--- config.mk ---
export PLATFORM = sky130hd
export DESIGN_NAME = sdhci_int_status_flat
export DESIGN_NICKNAME = d
export VERILOG_FILES = /design/src/rtl/sdhci_int_status_if.sv /design/src/rtl/sdhci_int_status.sv /design/src/flat_wrapper.sv
export SDC_FILE = /design/constraint.sdc
export NUM_CORES = 1
export LEC_CHECK = 0
export BUFFER_PORTS_ARGS = -buffer_cell sky130_fd_sc_hd__buf_4
export CAP_MARGIN = 5
export CELL_PAD_IN_SITES_DETAIL_PLACEMENT = 1
export CELL_PAD_IN_SITES_GLOBAL_PLACEMENT = 1
export CORE_MARGIN = 1.5
export CORE_UTILIZATION = 27
export DETAILED_ROUTE_END_ITERATION = 12
export HOLD_SLACK_MARGIN = 0.06
export PLACE_DENSITY = 0.92
export SYNTH_ARGS = -nofsm -noshare
export SYNTH_HDL_FRONTEND = slang
export SYNTH_SLANG_ARGS = --single-unit
--- constraint.sdc ---
create_clock -name clk_i -period 3.8 [get_ports clk_i]
set_input_delay 0.38 -clock clk_i [delete_from_list [all_inputs] [get_ports clk_i]]
set_output_delay 0.38 -clock clk_i [all_outputs]
set_load 0.1 [all_outputs]
--- src/rtl/sdhci_int_status_if.sv ---
// Host-side register view of the SDHCI interrupt block: enables, W1C clears,
// status read-back and the interrupt line.
interface sdhci_int_status_if;
    logic [15:0] nrm_stat_en_i;
    logic [15:0] nrm_sig_en_i;
    logic [15:0] err_stat_en_i;
    logic [15:0] err_sig_en_i;
    logic [15:0] nrm_clr_i;
    logic [15:0] err_clr_i;
    logic        nrm_clr_we_i;
    logic        err_clr_we_i;
    logic [15:0] nrm_stat_o;
    logic [15:0] err_stat_o;
    logic        irq_o;

    modport master (
        output nrm_stat_en_i, nrm_sig_en_i, err_stat_en_i, err_sig_en_i,
        output nrm_clr_i, err_clr_i, nrm_clr_we_i, err_clr_we_i,
        input  nrm_stat_o, err_stat_o, irq_o
    );

    modport slave (
        input  nrm_stat_en_i, nrm_sig_en_i, err_stat_en_i, err_sig_en_i,
        input  nrm_clr_i, err_clr_i, nrm_clr_we_i, err_clr_we_i,
        output nrm_stat_o, err_stat_o, irq_o
    );
endinterface

--- src/rtl/sdhci_int_status.sv ---
// SDHCI normal/error interrupt status registers with card-detect debounce
// and a registered level interrupt to the host.
module sdhci_int_status #(
    parameter int DebounceCycles = 1024
) (
    input  logic                     clk_i,
    input  logic                     rst_ni,
    input  logic                     cmd_evt_i,
    input  logic                     xfer_evt_i,
    input  logic                     gap_evt_i,
    input  logic                     dma_evt_i,
    input  logic [15:0]              err_evt_i,
    input  logic                     buf_wr_en_i,
    input  logic                     buf_rd_en_i,
    input  logic                     card_int_i,
    input  logic                     card_det_raw_i,
    output logic                     card_present_o,
    sdhci_int_status_if.slave        host
);

    localparam int              CntW       = (DebounceCycles > 2) ? $clog2(DebounceCycles) : 1;
    localparam logic [CntW-1:0] CntLast    = CntW'(DebounceCycles - 2);
    localparam logic [15:0]     ErrMask    = 16'hF3FF;
    localparam logic [15:0]     NrmIrqMask = 16'h7FFF;

    logic [7:0]      r_nrm_lat;
    logic [15:0]     r_err_lat;
    logic            r_irq;
    logic            r_present;
    logic            r_raw_prev;
    logic [CntW-1:0] r_cnt;
    logic            r_wr_prev;
    logic            r_rd_prev;

    logic [7:0]      w_nrm_lat_next;
    logic [15:0]     w_err_lat_next;
    logic [7:0]      w_nrm_evt;
    logic [15:0]     w_nrm_stat;
    logic            w_irq_next;
    logic            w_pending;
    logic            w_accept;
    logic            w_ins;
    logic            w_rem;
    logic [CntW-1:0] w_cnt_next;
    logic            w_unused_ok;

    // Counter only runs while raw is stable and disagrees with the accepted level;
    // acceptance happens on the cycle the count would reach DebounceCycles-1.
    always_comb begin
        w_pending  = (card_det_raw_i == r_raw_prev) && (card_det_raw_i != r_present);
        w_accept   = w_pending && (r_cnt == CntLast);
        w_ins      = w_accept & card_det_raw_i;
        w_rem      = w_accept & ~card_det_raw_i;
        w_cnt_next = '0;
        if (w_pending && !w_accept) begin
            w_cnt_next = r_cnt + CntW'(1);
        end
    end

    assign w_nrm_evt = {w_rem, w_ins,
                        buf_rd_en_i & ~r_rd_prev, buf_wr_en_i & ~r_wr_prev,
                        dma_evt_i, gap_evt_i, xfer_evt_i, cmd_evt_i};

    // Set beats clear; a disabled status bit both drops its event and empties itself.
    genvar gi;
    generate
        for (gi = 0; gi < 8; gi++) begin : g_nrm
            assign w_nrm_lat_next[gi] = host.nrm_stat_en_i[gi] &
                (w_nrm_evt[gi] | (r_nrm_lat[gi] & ~(host.nrm_clr_we_i & host.nrm_clr_i[gi])));
        end
        for (gi = 0; gi < 16; gi++) begin : g_err
            if (ErrMask[gi]) begin : g_live
                assign w_err_lat_next[gi] = host.err_stat_en_i[gi] &
                    (err_evt_i[gi] | (r_err_lat[gi] & ~(host.err_clr_we_i & host.err_clr_i[gi])));
            end else begin : g_tied
                assign w_err_lat_next[gi] = 1'b0;
            end
        end
    endgenerate

    assign w_nrm_stat = {|r_err_lat, 6'b0, card_int_i & host.nrm_stat_en_i[8], r_nrm_lat};
    // Errors reach the interrupt through their own signal enables, never via bit 15.
    assign w_irq_next = (|(w_nrm_stat & host.nrm_sig_en_i & NrmIrqMask)) |
                        (|(r_err_lat & host.err_sig_en_i));

    always_ff @(posedge clk_i or negedge rst_ni) begin
        if (!rst_ni) begin
            r_nrm_lat  <= '0;
            r_err_lat  <= '0;
            r_irq      <= 1'b0;
            r_present  <= 1'b0;
            r_raw_prev <= 1'b0;
            r_cnt      <= '0;
            r_wr_prev  <= 1'b0;
            r_rd_prev  <= 1'b0;
        end else begin
            r_nrm_lat  <= w_nrm_lat_next;
            r_err_lat  <= w_err_lat_next;
            r_irq      <= w_irq_next;
            r_raw_prev <= card_det_raw_i;
            r_cnt      <= w_cnt_next;
            r_wr_prev  <= buf_wr_en_i;
            r_rd_prev  <= buf_rd_en_i;
            if (w_accept) begin
                r_present <= card_det_raw_i;
            end
        end
    end

    assign host.nrm_stat_o = w_nrm_stat;
    assign host.err_stat_o = r_err_lat;
    assign host.irq_o      = r_irq;
    assign card_present_o  = r_present;

    assign w_unused_ok = ^{host.nrm_clr_i[15:8], host.err_clr_i[11:10],
                           err_evt_i[11:10], host.err_stat_en_i[11:10],
                           host.nrm_stat_en_i[15:9]};

endmodule

--- src/flat_wrapper.sv ---
// flat-port wrapper written by rule: the top's interface ports become plain ports
module sdhci_int_status_flat 
#(
    parameter int DebounceCycles = 1024
)
  (clk_i, rst_ni, cmd_evt_i, xfer_evt_i, gap_evt_i, dma_evt_i, err_evt_i, buf_wr_en_i, buf_rd_en_i, card_int_i, card_det_raw_i, card_present_o, host_nrm_stat_en_i, host_nrm_sig_en_i, host_err_stat_en_i, host_err_sig_en_i, host_nrm_clr_i, host_err_clr_i, host_nrm_clr_we_i, host_err_clr_we_i, host_nrm_stat_o, host_err_stat_o, host_irq_o);
  sdhci_int_status_if host_i ();
  input  logic clk_i;
  input  logic rst_ni;
  input  logic cmd_evt_i;
  input  logic xfer_evt_i;
  input  logic gap_evt_i;
  input  logic dma_evt_i;
  input  logic [15:0] err_evt_i;
  input  logic buf_wr_en_i;
  input  logic buf_rd_en_i;
  input  logic card_int_i;
  input  logic card_det_raw_i;
  output logic card_present_o;
  input wire logic [$bits(host_i.nrm_stat_en_i)-1:0] host_nrm_stat_en_i;
  input wire logic [$bits(host_i.nrm_sig_en_i)-1:0] host_nrm_sig_en_i;
  input wire logic [$bits(host_i.err_stat_en_i)-1:0] host_err_stat_en_i;
  input wire logic [$bits(host_i.err_sig_en_i)-1:0] host_err_sig_en_i;
  input wire logic [$bits(host_i.nrm_clr_i)-1:0] host_nrm_clr_i;
  input wire logic [$bits(host_i.err_clr_i)-1:0] host_err_clr_i;
  input wire logic [$bits(host_i.nrm_clr_we_i)-1:0] host_nrm_clr_we_i;
  input wire logic [$bits(host_i.err_clr_we_i)-1:0] host_err_clr_we_i;
  output wire logic [$bits(host_i.nrm_stat_o)-1:0] host_nrm_stat_o;
  output wire logic [$bits(host_i.err_stat_o)-1:0] host_err_stat_o;
  output wire logic [$bits(host_i.irq_o)-1:0] host_irq_o;
  assign host_i.nrm_stat_en_i = host_nrm_stat_en_i;
  assign host_i.nrm_sig_en_i = host_nrm_sig_en_i;
  assign host_i.err_stat_en_i = host_err_stat_en_i;
  assign host_i.err_sig_en_i = host_err_sig_en_i;
  assign host_i.nrm_clr_i = host_nrm_clr_i;
  assign host_i.err_clr_i = host_err_clr_i;
  assign host_i.nrm_clr_we_i = host_nrm_clr_we_i;
  assign host_i.err_clr_we_i = host_err_clr_we_i;
  assign host_nrm_stat_o = host_i.nrm_stat_o;
  assign host_err_stat_o = host_i.err_stat_o;
  assign host_irq_o = host_i.irq_o;
  sdhci_int_status #(.DebounceCycles(DebounceCycles)) u_core (.clk_i(clk_i), .rst_ni(rst_ni), .cmd_evt_i(cmd_evt_i), .xfer_evt_i(xfer_evt_i), .gap_evt_i(gap_evt_i), .dma_evt_i(dma_evt_i), .err_evt_i(err_evt_i), .buf_wr_en_i(buf_wr_en_i), .buf_rd_en_i(buf_rd_en_i), .card_int_i(card_int_i), .card_det_raw_i(card_det_raw_i), .card_present_o(card_present_o), .host(host_i));
endmodule
==> results.md, run 1 <==
Status
• outcome: complete, no violations

Synth
• yosys warns: 0
• synthesized flop and latch total: 37
• Post-synth ARST share: 100.0%
• post-synthesis cell count: 177
• number of flops mapped to enable cells by yosys: 0
• average cell area after synthesis: 9.918 um2
• Seq/Total Area, Yosys: 52.74%
• Yosys cell types: 32
• post-synthesis cell area: 0.001755 mm2
• flip-flop cell with the highest count after synthesis: sky130_fd_sc_hd__dfrtp_1

Clock network
• clock transition at the registers of the reported paths: 80 ps
• TritonCTS clock tree: yes
• library cell used as clock root buffer: sky130_fd_sc_hd__clkbuf_8
• CTS H-tree lvls: 2
• post-CTS setup buffer count: 0
• insertion delay to the later sink of the worst-skew pair: 290 ps
• cts repair resizes: 0
• number of buffers inserted by hold repair at cts: 0
• number of sinks on the clock net: 37
• CTS Buf Count: 5
• worst-case clock buffer depth: 2

Job
• number of maximum-capacitance constraint violations: 0

Drt
• total routed wirelength: 6119 um
• remaining antenna violation count after routing: 0
• overall via count from detail_route: 1,801
• Post-route DRC: 0
• initial detailed-routing violation count: 70
• Initial DRT Pass Iterations: 4
• wire per inst: 16.19 um
• vias per inst: 4.765

Placed design
• Post-DP Area: 0.002703 mm2
• final weighted congestion in routability-driven placement: 0.7634
• count of placed standard cells including taps: 370
• detailed placer's ending HPWL: 4791 um
• IO Port Bufs: 119

Floorplanning
• I/O pin count: 158
• Row Count: 29
• horizontal die dimension: 83.63 um
• height of the die: 83.63 um
• floorplan die area: 0.006994 mm2
• initial core utilization: 27.80%
• Core Area: 0.006314 mm2

Critical path
• Cell Chain, Critical Path: nor4_1 > nand4_1 > buf_4
• critical path's slowest cell: sky130_fd_sc_hd__dfrtp_1
• crit path DAT: 1490 ps
• cell family with the largest share of critical-path delay: simple AND/OR/NAND/NOR gates
• CP Capture Type: output pin
• max incr delay on CP: 460 ps
• required time of the critical path: 3420 ps
• kind of start point of the critical path: register
• maximum fanout along the worst path: 4
• number of buffers and inverters on the critical path: 1
• CP Class: register to output pin

Layout
• multi-input combinational cell area: 779.5 um2
• antenna cell count: 0
• Syn-to-layout area delta: 61.58%
• Post-Layout Inst Area: 0.002836 mm2
• proportion of layout cells with a drive suffix above 1: 43.52%
• final cell count without fillers: 378
• post-route core utilization: 44.93%
• area taken by flip-flops and latches: 925.9 um2
• net total in the final layout: 426
• fillcell total: 771

GRT
• vias in the first global route: 1,928
• final global-route overflow total: 0
• overall routing resource usage: 17.72%
• maximum number of pins on one net before global-route repair: 38
• global-route wire length before repair: 9666 um
• initial antenna violation count: 0

Power
• Static Leakage: 1.411 nW
• Worst VDD drop: 0.1826 mV
• power density relative to cell area: 402.0 mW/mm2

Timing
• setup TNS: 0 ps
• maximum clock frequency: 533.5 MHz
• Final Max Slew Viols: 0
• crit share post-route: 49.32%
• setup skew after layout: 4.090 ps
• slew at the pin closest to its max-slew limit: 485.9 ps
• final worst path period need: 1874 ps
• RSZ-0062 raised after global routing: false
• relative slew slack: 66.77%
• final hold violation count: 0
• number of setup violations in the final report: 0

Worst hold path
• Worst Hold Class: primary input to asynchronous set/reset pin

[sequential cells by signal, indices dropped and copies added (netlist names)]
register                flops
u_core.host.irq_o           1
u_core.r_cnt               10
u_core.r_raw_prev           1
u_core.r_wr_prev            1
u_core.host.err_stat_o     14
u_core.r_rd_prev            1
u_core.r_nrm_lat            8
u_core.card_present_o       1
[cell type report]
cell class / count / area share (%)
multi-input cells: 135 / 27.48
inverters: 2 / 0.2647
repair buffers: 119 / 31.50
flip-flops and latches: 37 / 32.64
clock buffers: 5 / 2.426
clock inverters: 3 / 2.294
well taps: 77 / 3.397
[Yosys cell counts, types with 3 or more instances]
master                    instances  share of area (%)
sky130_fd_sc_hd__a21oi_1         20                5.7
sky130_fd_sc_hd__xor2_1           6                3.0
sky130_fd_sc_hd__buf_4            8                3.4
sky130_fd_sc_hd__a22oi_1          8                3.4
sky130_fd_sc_hd__dfrtp_1         37                 53
sky130_fd_sc_hd__nor2_1          12                2.6
sky130_fd_sc_hd__nor4_1           3                1.1
sky130_fd_sc_hd__nand2_1         26                5.6
sky130_fd_sc_hd__nand3_1          3               0.86
sky130_fd_sc_hd__nand4_1          5                1.8
sky130_fd_sc_hd__nor2b_1         22                7.8
[where the power goes]
part | switching, W | internal (W)
Combinational | 0.000203 | 0.000101
Sequential | 0.0000199 | 0.000411
Clock | 0.000145 | 0.000261
[per-stage QoR]
step | setup WS [ps] | hold WS (ps) | power (W)
CTS | 1912 | 65.21 | 0.001156
detailed placement | 2230 | 383.9 | 0.0007446
finish | 1926 | 42.06 | 0.001140
floorplan | 1351 | 84.41 | 0.0006240
global route | 1818 | 70.64 | 0.001185
global placement | 2249 | 376.4 | 0.0007385
[path summary, 6_finish.rpt]
check,cells after the start,to,slack [ps],from
worst max-delay path,3,host_nrm_stat_o[15],1930,u_core.host.err_stat_o[12]
worst min-delay path,1,u_core.host.err_stat_o[3],40,rst_ni
worst max register to register,4,u_core.host.irq_o,2270,u_core.host.err_stat_o[15]
worst min register to register,1,u_core.r_cnt[0],530,u_core.r_cnt[0]
max in group asynchronous,1,u_core.host.err_stat_o[13],3410,rst_ni
min in group clk_i,1,u_core.r_wr_prev,200,buf_wr_en_i
[worst register-to-register path, stage by stage, from the launching register on]
cell                        delay [ps]
sky130_fd_sc_hd__dfrtp_1           420
sky130_fd_sc_hd__a22oi_1           220
sky130_fd_sc_hd__nand4_1           170
sky130_fd_sc_hd__a2111oi_0         420
sky130_fd_sc_hd__nand4_1           150
[cells by family after synthesis]
| logic type | count (synthesis) | synth area share, % |
|---|---|---|
| DFF | 37 | 52.74 |
| adders and majority gates | 2 | 1.425 |
| buffers and inverters | 12 | 4.348 |
| and+or+nand+nor | 81 | 24.66 |
| AOI/OAI and AO/OA | 36 | 12.62 |
| xor gates and xnor gates | 8 | 3.992 |
| other | 1 | 0.2136 |
[cell usage in the layout (no fill, tap or decap), drive strengths merged, types with 2 or more instances in the layout]
cell	instances
nor4	3
clkbuf	5
xor2	6
buf	119
nand2	27
inv	2
ha	2
and2	2
nand3	4
bufinv	2
and4	3
nand4	5
conb	8
a22o	2
xnor2	2
nor2	13
a21oi	20
a22oi	8
nor2b	22
dfrtp	37
[per-layer routing]
| metal | wire [um] | track usage (%) |
|---|---|---|
| met5 | 0 | 0 |
| met4 | 97 | 5.663 |
| met1 | 2313 | 19.41 |
| met2 | 3292 | 33.21 |
| met3 | 415 | 4.451 |
Power figures use the tool's default switching activity.
==> run 2, diff against run 1 <==
- ABC_AREA: not set -> 1
- CORE_UTILIZATION: 27 -> 26
- PLACE_DENSITY: 0.92 -> 0.87
- clock period: 3.8 -> 1.9 ns (I/O delays scaled with it)
==> results.md, run 2 <==
Drt
• initial detailed-routing violation count: 30, -57%
• total routed wirelength: 6451 um, +5.4%
• vias per inst: 4.350, -8.7%
• wire per inst: 15.04 um, -7.1%
• Post-route DRC: 0, unchanged
• overall via count from detail_route: 1,866, +3.6%
• Initial DRT Pass Iterations: 4, unchanged
• remaining antenna violation count after routing: 0, unchanged

Power
• post-route total power: 0.002023 W, +77%
• power density relative to cell area: 669.9 mW/mm2, +67%
• Static Leakage: 1.447 nW, +2.6%
• Worst VDD drop: 0.2102 mV, +15%
• switching power as a share of total power: 35.85%, +3.6 points
• internal power contribution: 0.001298 W, +68%
• register share of total power: 42.8%, +5.0 points
• portion of total power attributed to combinational logic: 31.4%, +4.7 points
• P_sw: 0.0007254 W, +97%
• Clock power frac: 25.8%, -9.8 points

Floorplanning
• Core Area: 0.006944 mm2, +10%
• horizontal die dimension: 88.44 um, +5.8%
• I/O pin count: 158, unchanged
• floorplan die area: 0.007822 mm2, +12%
• height of the die: 88.44 um, +5.8%
• Row Count: 30, +3.4%
• initial core utilization: 27.33%, -0.47 points

Critical path
• crit path DAT: 1510 ps, +20 ps
• maximum fanout along the worst path: 4, unchanged
• CP Class: register to output pin
• reg2reg path depth: 7, +3
• CP Capture Type: output pin
• start of the worst register-to-register path: u_core.r_cnt[0]
• Reg-to-Reg End: u_core.r_cnt[9]
• required time of the critical path: 1710 ps, -1710 ps
• setup slack on the worst flop-to-flop path: 560 ps, -1710 ps
• kind of start point of the critical path: register

Clock network
• clock transition at the registers of the reported paths: 70 ps, about the same
• insertion delay to the later sink of the worst-skew pair: 290 ps, about the same
• cts repair resizes: 0, unchanged
• number of sinks on the clock net: 37, unchanged
• CTS Buf Count: 5, unchanged
• CTS H-tree lvls: 2, unchanged
• worst-case clock buffer depth: 2, unchanged
• TritonCTS clock tree: yes
• post-CTS setup buffer count: 0, unchanged
• library cell used as clock root buffer: sky130_fd_sc_hd__clkbuf_8

Job
• number of maximum-capacitance constraint violations: 0, unchanged

Synth
• biggest area contributors in the synthesized netlist: sky130_fd_sc_hd__dfrtp_1 (49%), sky130_fd_sc_hd__nand2_1 (9.7%), sky130_fd_sc_hd__a21boi_0 (7.9%)
• most common library cells after synthesis: sky130_fd_sc_hd__nand2_1 (49), sky130_fd_sc_hd__dfrtp_1 (37), sky130_fd_sc_hd__a21boi_0 (20), sky130_fd_sc_hd__o21a_1 (18), sky130_fd_sc_hd__nor2_1 (15)
• Post-synth ARST share: 100.0%, unchanged
• flip-flop cell with the highest count after synthesis: sky130_fd_sc_hd__dfrtp_1
• share of Yosys cell area claimed by the top area cell type: 48.78%, -4.0 points
• post-synthesis cell area: 0.001898 mm2, +8.1%
• number of flops mapped to enable cells by yosys: 0, unchanged
• dominant combinational cell family by area after synthesis: simple AND/OR/NAND/NOR gates
• fraction of synthesized cell area in xor and xnor cells: 1.846%, -2.1 points
• mux share of post-synthesis cell area: 0%, unchanged
• average cell area after synthesis: 9.304 um2, -6.2%
• yosys warns: 0, unchanged
• most instantiated library cell after synthesis: sky130_fd_sc_hd__nand2_1
• compound-gate portion of the synthesized area: 16.94%, +4.3 points
• synthesized flop and latch total: 37, unchanged
• post-synthesis cell count: 204, +15%
• Seq/Total Area, Yosys: 48.78%, -4.0 points
• Synth Area in Simple Gates: 24.92%, +0.26 points
• adder-cell share of the synthesized area: 1.318%, -0.11 points
• Yosys cell types: 27, -16%
• largest area contributor in the synthesized netlist: sky130_fd_sc_hd__dfrtp_1

Placed design
• detailed placer's ending HPWL: 5397 um, +13%
• Post-DP Area: 0.002898 mm2, +7.2%
• IO Port Bufs: 119, unchanged
• final weighted congestion in routability-driven placement: 0.7964, +4.3%
• count of placed standard cells including taps: 417, +13%

Timing
• final worst path period need: 1702 ps
• setup skew after layout: 5.532 ps, +1.442 ps
• Final Max Slew Viols: 0, unchanged
• number of setup violations in the final report: 0, unchanged
• crit share post-route: 89.55%
• RSZ-0062 raised after global routing: false
• final hold violation count: 0, unchanged
• Min Hold Slack: 106.2 ps, +64.12 ps
• maximum clock frequency: 587.7 MHz
• setup TNS: 0 ps, unchanged

Layout
• fillcell total: 827, +7.3%
• flip-flop count of the largest register after layout: 14, unchanged
• proportion of layout cells with a drive suffix above 1: 48.35%, +4.8 points
• final cell count without fillers: 429, +13%
• most common cell after layout, fill and taps aside: sky130_fd_sc_hd__buf_4
• Post-Layout Inst Area: 0.003020 mm2, +6.5%
• most frequent cells in the layout: sky130_fd_sc_hd__buf_4 (119), sky130_fd_sc_hd__nand2_1 (49), sky130_fd_sc_hd__dfrtp_1 (23)
• antenna cell count: 0, unchanged
• net total in the final layout: 458, +7.5%
• Syn-to-layout area delta: 59.13%

GRT
• initial antenna violation count: 0, unchanged
• final global-route overflow total: 0, unchanged
• global-route wire length before repair: 9673 um, about the same
• maximum number of pins on one net before global-route repair: 38, unchanged
• vias in the first global route: 2,017, +4.6%
• overall routing resource usage: 16.52%, -1.2 points

Status
• outcome: complete, no violations

Worst hold path
• terminating pin of the worst hold path: u_core.r_nrm_lat[0]
• Cells on Worst Hold Path: 2
• hold wc startpoint: host_nrm_stat_en_i[0]
• Worst Hold Class: primary input to register

run 2: cell types whose count changed in the layout (fill, tap and decap cells not counted), sizes merged, moves of 3 or more:
cell         previous run  this run
a21oi                  20         5
nand2                  27        53
a22oi                   8         0
nor2                   13        22
and4                    3         0
inv                     2        13
nor3                    0         3
nor2b                  22         0
xor2                    6         3
dlygate4sd3             0         4
o21a                    1        18
a21boi                  1        20
run 2: kinds of logic (layout without fill, tap and decap cells):
kind of cell	count (synthesis)	in the layout
fa+ha+maj	2	2
flops	37	37
buf+inv	22	144
simple gates	95	95
xor+xnor	4	4
other cells	1	8
compound gates	43	43
run 2: what timing repair did:
action | 4_1_cts | 5_1_grt
setup endpoints to repair | 0 | 0
hold buffers | 4 | 0
endpoints found under the hold margin | 40 | 0
run 2: how the worst max path moves through the flow:
stage                                   start                  end  slack, ps
floorplan           u_core.host.err_stat_o[1]  host_nrm_stat_o[15]       -140
global placement    u_core.host.err_stat_o[5]  host_nrm_stat_o[15]        510
detailed placement  u_core.host.err_stat_o[5]  host_nrm_stat_o[15]        510
CTS                 u_core.host.err_stat_o[5]  host_nrm_stat_o[15]        200
global route        u_core.host.err_stat_o[5]  host_nrm_stat_o[15]        140
finish              u_core.host.err_stat_o[5]  host_nrm_stat_o[15]        200
run 2: layer usage:
layer / wire [um] / share of wire (%) / GRT usage (%) / vias up
met2: 3359 / 52 / 31.92 / 83
met5: 0 / 0 / 0 / -
met3: 532 / 8.2 / 5.224 / 9
met1: 2464 / 38 / 17.39 / 860
met4: 95 / 1.5 / 3.693 / 0
li1: - / - / - / 914
run 2: area by class of cell:
class / count / area [um2] / area share (%)
inverter: 13 / 48.80 / 1.616
clock inverter: 2 / 10.01 / 0.3314
clock buffer: 6 / 72.57 / 2.403
sequential: 37 / 950.9 / 31.48
multi-input combinational: 152 / 884.6 / 29.29
timing repair buffer: 123 / 933.4 / 30.90
tap: 96 / 120.1 / 3.977
run 2: worst max-delay path, cell delays in order, from the launching register on:
cell and delay, ps:
sky130_fd_sc_hd__dfrtp_4 500, sky130_fd_sc_hd__nor4_1 320, sky130_fd_sc_hd__nand4_1 140, sky130_fd_sc_hd__buf_4 260
run 2: stage by stage:
| stage | setup WS, ps | util (%) |
|---|---|---|
| finish | 198.5 | 43.50 |
| global route | 136.4 | 43.50 |
| CTS | 199.4 | 43.50 |
| detailed placement | 513.4 | 41.73 |
| global placement | 508.7 | 41.73 |
| floorplan | -138.3 | - |
run 2: power groups by stage:
stage / Combinational (W) / Sequential, W / Clock (W)
floorplan: 0.000180 / 0.00109 / 0
global placement: 0.000623 / 0.000881 / 0
detailed placement: 0.000633 / 0.000883 / 0
CTS: 0.000640 / 0.000867 / 0.000550
global route: 0.000669 / 0.000872 / 0.000574
finish: 0.000634 / 0.000867 / 0.000522
